[config.mk]
export PLATFORM = sky130hd
export DESIGN_NAME = stage_1_flat
export DESIGN_NICKNAME = d
export VERILOG_FILES = /design/src/rtl/stage_1_pkg.sv /design/src/rtl/stage_1_if.sv /design/src/rtl/stage_1_fetch_fifo.sv /design/src/rtl/stage_1.sv /design/src/flat_wrapper.sv
export SDC_FILE = /design/constraint.sdc
export NUM_CORES = 1
export LEC_CHECK = 0
export ABC_AREA = 1
export BUFFER_PORTS_ARGS = -buffer_cell sky130_fd_sc_hd__buf_2
export CAP_MARGIN = 10
export CORE_MARGIN = 4
export CORE_UTILIZATION = 40
export DETAILED_ROUTE_END_ITERATION = 12
export PLACE_DENSITY = 0.7
export SYNTH_ARGS = -nofsm -noshare
export SYNTH_HDL_FRONTEND = slang
export SYNTH_SLANG_ARGS = --single-unit
[constraint.sdc]
create_clock -name i_clk -period 2.5 [get_ports i_clk]
set_clock_uncertainty 0.05 [all_clocks]
set_input_delay 0.25 -clock i_clk [delete_from_list [all_inputs] [get_ports i_clk]]
set_output_delay 0.25 -clock i_clk [all_outputs]
set_load 0.005 [all_outputs]
[src/rtl/stage_1_pkg.sv]
// Shared types and constants for the instruction-fetch stage.
// Imported by the fetch top, its FIFO and the stage interface.
package stage_1_pkg;

   typedef enum logic [1:0] {
      FETCH_IDLE = 2'd0,
      FETCH_WAIT = 2'd1,
      FETCH_DROP = 2'd2
   } fetch_state_t;

   localparam logic [31:0] DEFAULT_RESET_PC = 32'h0000_0000;

   typedef struct packed {
      logic [31:0] inst;
      logic [31:0] pc;
      logic [31:0] counter;
   } fetch_entry_t;

endpackage

[src/rtl/stage_1_if.sv]
// Fetch stage bus: instruction-memory read port plus decode handshake.
// master is the fetch side, slave is memory/decode.
interface stage_1_if;
   logic        o_mem_req;
   logic [31:0] o_mem_addr;
   logic        i_mem_ack;
   logic [31:0] i_mem_data;
   logic        i_b_taken;
   logic [31:0] i_b_pc;
   logic        i_ready;
   logic        valid;
   logic [31:0] inst;
   logic [31:0] pc;
   logic [31:0] counter;

   modport master (
      output o_mem_req, o_mem_addr,
      input  i_mem_ack, i_mem_data,
      input  i_b_taken, i_b_pc, i_ready,
      output valid, inst, pc, counter
   );

   modport slave (
      input  o_mem_req, o_mem_addr,
      output i_mem_ack, i_mem_data,
      output i_b_taken, i_b_pc, i_ready,
      input  valid, inst, pc, counter
   );
endinterface

[src/rtl/stage_1_fetch_fifo.sv]
// Small power-of-two FIFO holding fetched {inst, pc, counter} entries.
// Flush empties it and wins over any same-cycle push or pop.
module fetch_fifo #(
   parameter int DEPTH = 2,
   parameter int W     = 32,
   localparam int AW   = $clog2(DEPTH),
   localparam int CW   = AW + 1
) (
   input  logic          clk,
   input  logic          rst_n,
   input  logic          push,
   input  logic [W-1:0]  wdata,
   input  logic          pop,
   input  logic          flush,
   output logic [W-1:0]  head,
   output logic [CW-1:0] count
);

   logic [W-1:0]  mem [DEPTH];
   logic [AW-1:0] wr_ptr;
   logic [AW-1:0] rd_ptr;

   assign head = mem[rd_ptr];

   always_ff @(posedge clk or negedge rst_n) begin
      if (!rst_n) begin
         for (int i = 0; i < DEPTH; i++) mem[i] <= '0;
         wr_ptr <= '0;
         rd_ptr <= '0;
         count  <= '0;
      end else if (flush) begin
         wr_ptr <= '0;
         rd_ptr <= '0;
         count  <= '0;
      end else begin
         if (push) begin
            mem[wr_ptr] <= wdata;
            wr_ptr      <= wr_ptr + 1'b1;
         end
         if (pop) rd_ptr <= rd_ptr + 1'b1;
         count <= count + CW'(push) - CW'(pop);
      end
   end

endmodule

[src/rtl/stage_1.sv]
// Instruction-fetch stage: fetch PC, single-outstanding read FSM,
// sequence counter and redirect handling in front of a small FIFO.
module stage_1
   import stage_1_pkg::*;
#(
   parameter logic [31:0] RESET_PC = DEFAULT_RESET_PC,
   parameter int          DEPTH    = 2
) (
   input logic       i_clk,
   input logic       i_rst,
   stage_1_if.master bus
);

   localparam int CW = $clog2(DEPTH) + 1;

   fetch_state_t  state;
   logic [31:0]   pc_r;
   logic [31:0]   rd_pc;
   logic [31:0]   seq;
   logic [CW-1:0] count;
   logic          push;
   logic          pop;
   logic          room;
   logic          issue;
   logic          head_valid;
   fetch_entry_t  wr_entry;
   fetch_entry_t  head;

   assign push = (state == FETCH_WAIT) && bus.i_mem_ack
                 && !bus.i_b_taken;

   // Pops are not credited here, so a full FIFO never sees push+pop.
   assign room = (count + CW'(push)) < CW'(DEPTH);

   assign issue = i_rst && !bus.i_b_taken && room
                  && ((state == FETCH_IDLE)
                      || ((state == FETCH_WAIT) && bus.i_mem_ack));

   assign head_valid = (count != '0);
   assign pop        = head_valid && bus.i_ready && !bus.i_b_taken;

   assign wr_entry = '{
      inst:    bus.i_mem_data,
      pc:      rd_pc,
      counter: seq
   };

   fetch_fifo #(
      .DEPTH (DEPTH),
      .W     ($bits(fetch_entry_t))
   ) u_fifo (
      .clk   (i_clk),
      .rst_n (i_rst),
      .push  (push),
      .wdata (wr_entry),
      .pop   (pop),
      .flush (bus.i_b_taken),
      .head  (head),
      .count (count)
   );

   assign bus.o_mem_req  = issue;
   assign bus.o_mem_addr = pc_r;
   assign bus.valid      = head_valid;
   assign bus.inst       = head.inst;
   assign bus.pc         = head.pc;
   assign bus.counter    = head.counter;

   always_ff @(posedge i_clk or negedge i_rst) begin
      if (!i_rst) begin
         state <= FETCH_IDLE;
         pc_r  <= RESET_PC;
         rd_pc <= RESET_PC;
         seq   <= '0;
      end else begin
         if (push) seq <= seq + 32'd1;
         if (issue) begin
            pc_r  <= pc_r + 32'd4;
            rd_pc <= pc_r;
         end
         if (bus.i_b_taken) pc_r <= bus.i_b_pc & ~32'h3;
         unique case (state)
            FETCH_IDLE:
               state <= issue ? FETCH_WAIT : FETCH_IDLE;
            FETCH_WAIT:
               if (bus.i_b_taken)
                  state <= bus.i_mem_ack ? FETCH_IDLE : FETCH_DROP;
               else if (bus.i_mem_ack)
                  state <= issue ? FETCH_WAIT : FETCH_IDLE;
            FETCH_DROP:
               if (bus.i_mem_ack) state <= FETCH_IDLE;
            default:
               state <= FETCH_IDLE;
         endcase
      end
   end

endmodule

[src/flat_wrapper.sv]
// flat-port wrapper written by rule: the top's interface ports become plain ports
module stage_1_flat import stage_1_pkg::*;
#(
   parameter logic [31:0] RESET_PC = DEFAULT_RESET_PC,
   parameter int          DEPTH    = 2
)
  (i_clk, i_rst, bus_o_mem_req, bus_o_mem_addr, bus_i_mem_ack, bus_i_mem_data, bus_i_b_taken, bus_i_b_pc, bus_i_ready, bus_valid, bus_inst, bus_pc, bus_counter);
  stage_1_if bus_i ();
  input logic i_clk;
  input logic i_rst;
  output wire logic [$bits(bus_i.o_mem_req)-1:0] bus_o_mem_req;
  output wire logic [$bits(bus_i.o_mem_addr)-1:0] bus_o_mem_addr;
  input wire logic [$bits(bus_i.i_mem_ack)-1:0] bus_i_mem_ack;
  input wire logic [$bits(bus_i.i_mem_data)-1:0] bus_i_mem_data;
  input wire logic [$bits(bus_i.i_b_taken)-1:0] bus_i_b_taken;
  input wire logic [$bits(bus_i.i_b_pc)-1:0] bus_i_b_pc;
  input wire logic [$bits(bus_i.i_ready)-1:0] bus_i_ready;
  output wire logic [$bits(bus_i.valid)-1:0] bus_valid;
  output wire logic [$bits(bus_i.inst)-1:0] bus_inst;
  output wire logic [$bits(bus_i.pc)-1:0] bus_pc;
  output wire logic [$bits(bus_i.counter)-1:0] bus_counter;
  assign bus_o_mem_req = bus_i.o_mem_req;
  assign bus_o_mem_addr = bus_i.o_mem_addr;
  assign bus_i.i_mem_ack = bus_i_mem_ack;
  assign bus_i.i_mem_data = bus_i_mem_data;
  assign bus_i.i_b_taken = bus_i_b_taken;
  assign bus_i.i_b_pc = bus_i_b_pc;
  assign bus_i.i_ready = bus_i_ready;
  assign bus_valid = bus_i.valid;
  assign bus_inst = bus_i.inst;
  assign bus_pc = bus_i.pc;
  assign bus_counter = bus_i.counter;
  stage_1 #(.RESET_PC(RESET_PC), .DEPTH(DEPTH)) u_core (.i_clk(i_clk), .i_rst(i_rst), .bus(bus_i));
endmodule
Word level (Yosys, flattened, before mapping)

Cells that the tools add are included.

Register bits: 294
Bits of input ports: 69
Output and inout bits: 130
Logic and storage cells: 62

Add/sub/neg operators: 6
Multiplexer cells: 19
Bitwise logic cells: 3
Reduce and logical (&&, ||, !) cells: 17
Equal/unequal tests: 4
Magnitude comparators: 4

Operators by type and width:

| cell                                               | count |
|---|---|
| two-way mux 96 bit                                 | 4 |
| bitwise mux 192 bit                                | 1 |
| demux 96 bit (select 1 bit)                        | 1 |
| two-way mux 32 bit                                 | 2 |
| adder 32 x 1 -> 32 bit, second input constant      | 1 |
| adder 32 x 3 -> 32 bit, second input constant      | 1 |
| two-way mux 2 bit                                  | 5 |
| logical AND 1 bit                                  | 8 |
| nonzero test 2 bit                                 | 4 |
| case mux 2 bit (3 select lines)                    | 1 |
| two-way mux 1 bit                                  | 5 |
| >= comparator 2 bit, second input constant         | 2 |
| NOT 1 -> 2 bit                                     | 2 |
| AND reduction 2 bit                                | 2 |
| != test 3 bit, second input constant               | 1 |
| adder 1 bit, second input constant                 | 2 |
| adder 2 x 1 -> 2 bit                               | 1 |
| == test 2 x 1 -> 1 bit, second input constant      | 1 |
| == test 2 bit, second input constant               | 1 |
| zero test 2 bit                                    | 1 |
| < comparator 2 x 1 -> 1 bit, second input constant | 1 |
| < comparator 2 bit, second input constant          | 1 |
| != test 2 bit, second input constant               | 1 |
| subtractor 2 x 1 -> 2 bit                          | 1 |
| other kinds (3)                                    | 3 |

Longest topological paths before layout

Depth after elaboration: 11
Gate-level depth with buffers: 13
Gate-level depth less buffers: 10

Cells and area by module

Synthesis repeated with hierarchy kept, for this count alone.

Cell total of the unflattened synthesis: 1572
Area total of the unflattened synthesis: 14254.9 um^2

Modules (own cells, without submodules):

| module     | area an instance (um^2) | cells each | instances | sequential area each (um^2) |
|---|---|---|---|---|
| fetch_fifo | 8921.1                  | 846        | 1         | 4904.7 |
| stage_1    | 5333.9                  | 726        | 1         | 2352.3 |

Least setup slack after synthesis

Ideal clock, no wire load.

Path type: register -> register
Start: register u_core.state[1]
End: register u_core.pc_r[21] (netlist: u_core.bus.o_mem_addr[21])
Clock period less this slack: 2.298 ns
Data arrival time: 2.130 ns
Path slack: 0.202 ns
Library setup time: 0.118 ns
Buffers on the path: 3
Required time: 2.332 ns
Stages on the path, launching flop included: 14
Cells stage by stage: dfrtp_1 > inv_1 > nand3_1 > nor2_2 > buf_2 > buf_2 > ha_1 > xnor2_1 > nand2_1 > nand2_1 > clkbuf_1 > o21ai_0 > inv_1 > nand2_1

Longest elaborated chain between the ends: 8
Elaborated cells between the ends (all ways): 10
Classes of those cells: add/sub (1); order compare (1); eq/ne (1); reduce/logical (7)

RTL lines:

| element                      | RTL line      | text |
|---|---|---|
| from (decl)                  | stage_1.sv:16 | `fetch_state_t state;` |
| from (signal assigned)       | stage_1.sv:84 | `state <= issue ? FETCH_WAIT : FETCH_IDLE;` |
| from (signal assigned)       | stage_1.sv:87 | `state <= bus.i_mem_ack ? FETCH_IDLE : FETCH_DROP;` |
| from (signal assigned)       | stage_1.sv:89 | `state <= issue ? FETCH_WAIT : FETCH_IDLE;` |
| == test 2 x 1 -> 1 bit       | stage_1.sv:29 | `assign push = (state == FETCH_WAIT) && bus.i_mem_ack` |
| logical AND 1 bit            | stage_1.sv:29 |  |
| logical AND 1 bit            | stage_1.sv:30 | `&& !bus.i_b_taken;` |
| net u_core.push              | stage_1.sv:21 | `logic push;` |
| adder 2 x 1 -> 2 bit         | stage_1.sv:33 | `assign room = (count + CW'(push)) < CW'(DEPTH);` |
| < comparator 2 bit           | stage_1.sv:33 |  |
| logical AND 1 bit            | stage_1.sv:35 | `assign issue = i_rst && !bus.i_b_taken && room` |
| logical AND 1 bit            | stage_1.sv:36 | `&& ((state == FETCH_IDLE)` |
| nonzero test 2 bit (no line) | -             |  |
| to (signal assigned)         | stage_1.sv:78 | `pc_r <= pc_r + 32'd4;` |
| to (signal assigned)         | stage_1.sv:81 | `if (bus.i_b_taken) pc_r <= bus.i_b_pc & ~32'h3;` |
| to (decl)                    | stage_1.sv:17 | `logic [31:0] pc_r;` |

The timed path passes the listed nets, and every way through them passes these cells.
A chain may end at the register's enable or synchronous reset.

Final worst setup path

Start: register u_core.state[1]
End: output port bus_o_mem_req

Longest elaborated chain between the ends: 7
Elaborated cells between the ends (all ways): 9
Classes of those cells: add/sub (1); order compare (1); eq/ne (1); reduce/logical (6)

RTL lines:

| element                | RTL line                     | text |
|---|---|---|
| == test 2 x 1 -> 1 bit | stage_1.sv:29, stage_1.sv:37 |  |
| logical AND 1 bit      | stage_1.sv:29, stage_1.sv:37 |  |
| logical AND 1 bit      | stage_1.sv:30                |  |
| adder 2 x 1 -> 2 bit   | stage_1.sv:33                |  |
| < comparator 2 bit     | stage_1.sv:33                |  |
| logical AND 1 bit      | stage_1.sv:35                |  |
| logical AND 1 bit *    | stage_1.sv:36                |  |
| to (decl)              | flat_wrapper.sv:11           | `output wire logic [$bits(bus_i.o_mem_req)-1:0] bus_o_mem_req;` |

Mark *: on every way between the ends. The rest lies on a longest branch, timed or not.

==> flow_summary.ini <==
[global_route]
track_usage_pct = 18.2
grt_max_degree = 156
antenna_found_initial = 2
grt_pass1_wl_mm = 55.6
grt_pass1_vias = 11100
overflow = 0

[route]
detail_route.wl_per_cell_um = 14.3
wirelength_mm = 33.3
drc = 0
ant_nets = 0
num_vias = 11200
first_pass_iters = 5
viasPerCell = 4.82
drt_iter0_drc = 636

[layout]
final_common_cell = nand2_1
final_layout_size_suffix_gt1_share_pct = 18.6
mostFrequentLayoutCells = nand2_1 (512), dfrtp_1 (286), o21ai_0 (250), inv_1 (196), buf_2 (191)
final_cells = 2333
finalInstanceArea_um2 = 16700
nets = 1936
fin_util_pct = 49.9
synthToLayoutAreaGrowth_pct = 23.2

[timing]
whs_ns = 0.0155
tightestPinTransition_ns = 0.907
worst_slack_ns = 0.149
setup_tns_ns = 0
rsz0062_at_grt = false
relSlewSlack_pct = 39.6
drv_slew = 0
period_share_pct = 94.0
layout_min_cycle_time_ns = 2.35
finalHoldViolations = 0
finalSetupViolations = 0
fmax_ghz = 0.425

[worst_setup_path]
path_class = reg2out
r2r_start = u_core.state[1]
arrival_ns = 2.05
cp_data_required_time_ns = 2.20
reg2reg_to = u_core.bus.o_mem_addr[2]
crit_end = bus_o_mem_req
r2r_slack_ns = 0.29
crit_fanout = 4
rr_worst_depth = 10
startpoint_type = flip-flop
cp-end-kind = output port
critPathLaunch = u_core.state[1]

[power_and_ir_drop]
power.switching_mw = 4.12
power_mw = 14.1
p_sw_share_pct = 29.1
p_seq_share_pct = 44.3
leakage_nw = 8.39
clock_power_share_pct = 34.9
power_density_nw_per_um2 = 848
vdd_drop_max_mv = 0.500
combPwrFrac_pct = 20.8
p_int_mw = 10.0

[logic_synthesis]
synth_edf_count = 0
synthAdderAreaFrac_pct = 0.370
async_reset_ff_share_pct = 100
synth_top_family_by_area = simple AND/OR/NAND/NOR gates
synth-compound-area-share_pct = 10.4
yosys.area_share.xor_xnor_pct = 2.01
synth_top_area_share_pct = 52.9
synth_ff_type = dfrtp_1
yosysWarnings = 0
synthSimpleGateAreaFrac_pct = 20.1
ys_seq_area_share_pct = 52.9
synth_seq_cells = 286
synth_area_leaders = dfrtp_1 (53%), nand2_1 (14%), o21ai_0 (9.2%), inv_1 (5.4%), mux2_2 (5.3%)
yosysTopAreaCell = dfrtp_1
syn_inst = 1624
syn_avg_cell_area_um2 = 8.34
synthMuxAreaShare_pct = 5.32
ys_types = 32
synth_area_um2 = 13500

[clocking]
cts_tree = done
cts.htree.levels = 2
clkLatencyLatePin_ns = 0.51
cts.clk_slew.worst_paths_ns = 0.06
cts_made_buffers = 34
cts_sinks = 286
clock_path_buffers = 3
cts_root_buf = clkbuf_16

[hold_path]
hold_class = in2reg
min_from = bus_i_b_taken

[floorplan]
die_w_um = 192
core_um2 = 33400
rows = 67
die_area_um2 = 36800
die_h_um = 192
start_util_pct = 40.5
ios = 199

[placement]
numPlacedInstances = 2214
io_buffers = 192
dpl_worst_slack_ns = 0.318
globalplace.congestion = 0.925
dp_hpwl_mm = 22.5
postPlaceCellArea_um2 = 14900

[outcome]
status = complete, no violations

[run]
cap_violations = 0
[worst max-delay path: stages (launching register included)]
cell	delay (ns)
dfrtp_1	0.37
inv_1	0.15
nand3_1	0.13
nor2_2	0.13
ha_1	0.20
xnor2_2	0.17
nand3_2	0.19
inv_8	0.10
buf_2	0.11
[sequential cells by signal (all words and copies together), names as in the netlist]
name                   flops
u_core.u_fifo.wr_ptr       1
u_core.rd_pc              30
u_core.u_fifo.mem        188
u_core.u_fifo.count        2
u_core.seq                32
u_core.u_fifo.rd_ptr       1
u_core.state               2
u_core.bus.o_mem_addr     30
[repair_timing]
action | CTS | global route
gates cloned | 1 | 0
setup endpoints to repair | 1 | 1
pin swaps | 1 | 1
hold endpoints to repair | 375 | 0
setup buffers | 2 | 0
resized for setup | 2 | 1
hold buffers | 58 | 0
[cells in the mapped netlist, types with 2 or more instances]
cell type,count
nand2_1,512
o21ai_1,17
or2_2,2
nor2_1,88
nand3_1,61
buf_6,12
a21oi_1,6
nor3_1,6
o21ai_0,250
nand3b_1,2
xor2_1,28
o22ai_1,2
nand4_1,3
dfrtp_1,286
ha_1,4
mux2_2,64
o211ai_1,4
xnor2_1,3
inv_1,196
nor2_4,2
nor2_2,6
buf_2,13
clkbuf_1,33
buf_4,16
[cells by family (layout without fill, tap and decap cells)]
family          count (synthesis)  in the layout
simple gates                  685            685
flops                         286            286
compound gates                279            279
buf+inv                       274            531
mux                            64             64
xor+xnor                       31             31
fa+ha+maj                       4              4
other cells                     1              5
[power by group through the flow]
stage | Combinational (mW) | Clock [mW] | Sequential, mW
6_report | 2.94 | 4.93 | 6.27
5_1_grt | 3.40 | 5.31 | 6.40
4_1_cts | 2.99 | 5.09 | 6.26
3_5_place_dp | 2.90 | 0 | 6.34
3_3_place_gp | 2.81 | 0 | 6.29
2_1_floorplan | 1.72 | 0 | 6.17
[layout make-up]
class / count / area (µm²)
well taps: 448 / 561
repair inverters: 1 / 6.26
flip-flops and latches: 286 / 7160
multi-input cells: 1067 / 5210
repair buffers: 274 / 1860
clock buffers: 44 / 950
diodes: 1 / 2.50
clock inverters: 13 / 180
inverters: 199 / 757
fillers: 3118 / 16800
[how the worst min path moves through the flow]
stage	to	slack [ns]	cells past startpoint
6_report	u_core.state[0]	0.02	2
3_3_place_gp	u_core.u_fifo.rd_ptr	0.38	2
5_1_grt	u_core.state[0]	0.01	2
4_1_cts	u_core.bus.o_mem_addr[27]	0.0003	5
2_1_floorplan	u_core.bus.o_mem_addr[10]	-0.1	0
3_5_place_dp	u_core.u_fifo.mem[42]	0.38	2
[per-layer routing]
layer / GRT usage, % / share of wire, % / up-vias
met1: 25.3 / 46 / 5315
met4: 5.28 / 2.2 / 0
met3: 3.11 / 5.6 / 53
met5: 0 / 0 / -
met2: 29.5 / 47 / 284
li1: - / - / 5584
No activity file was read; power rests on OpenSTA's default activity.
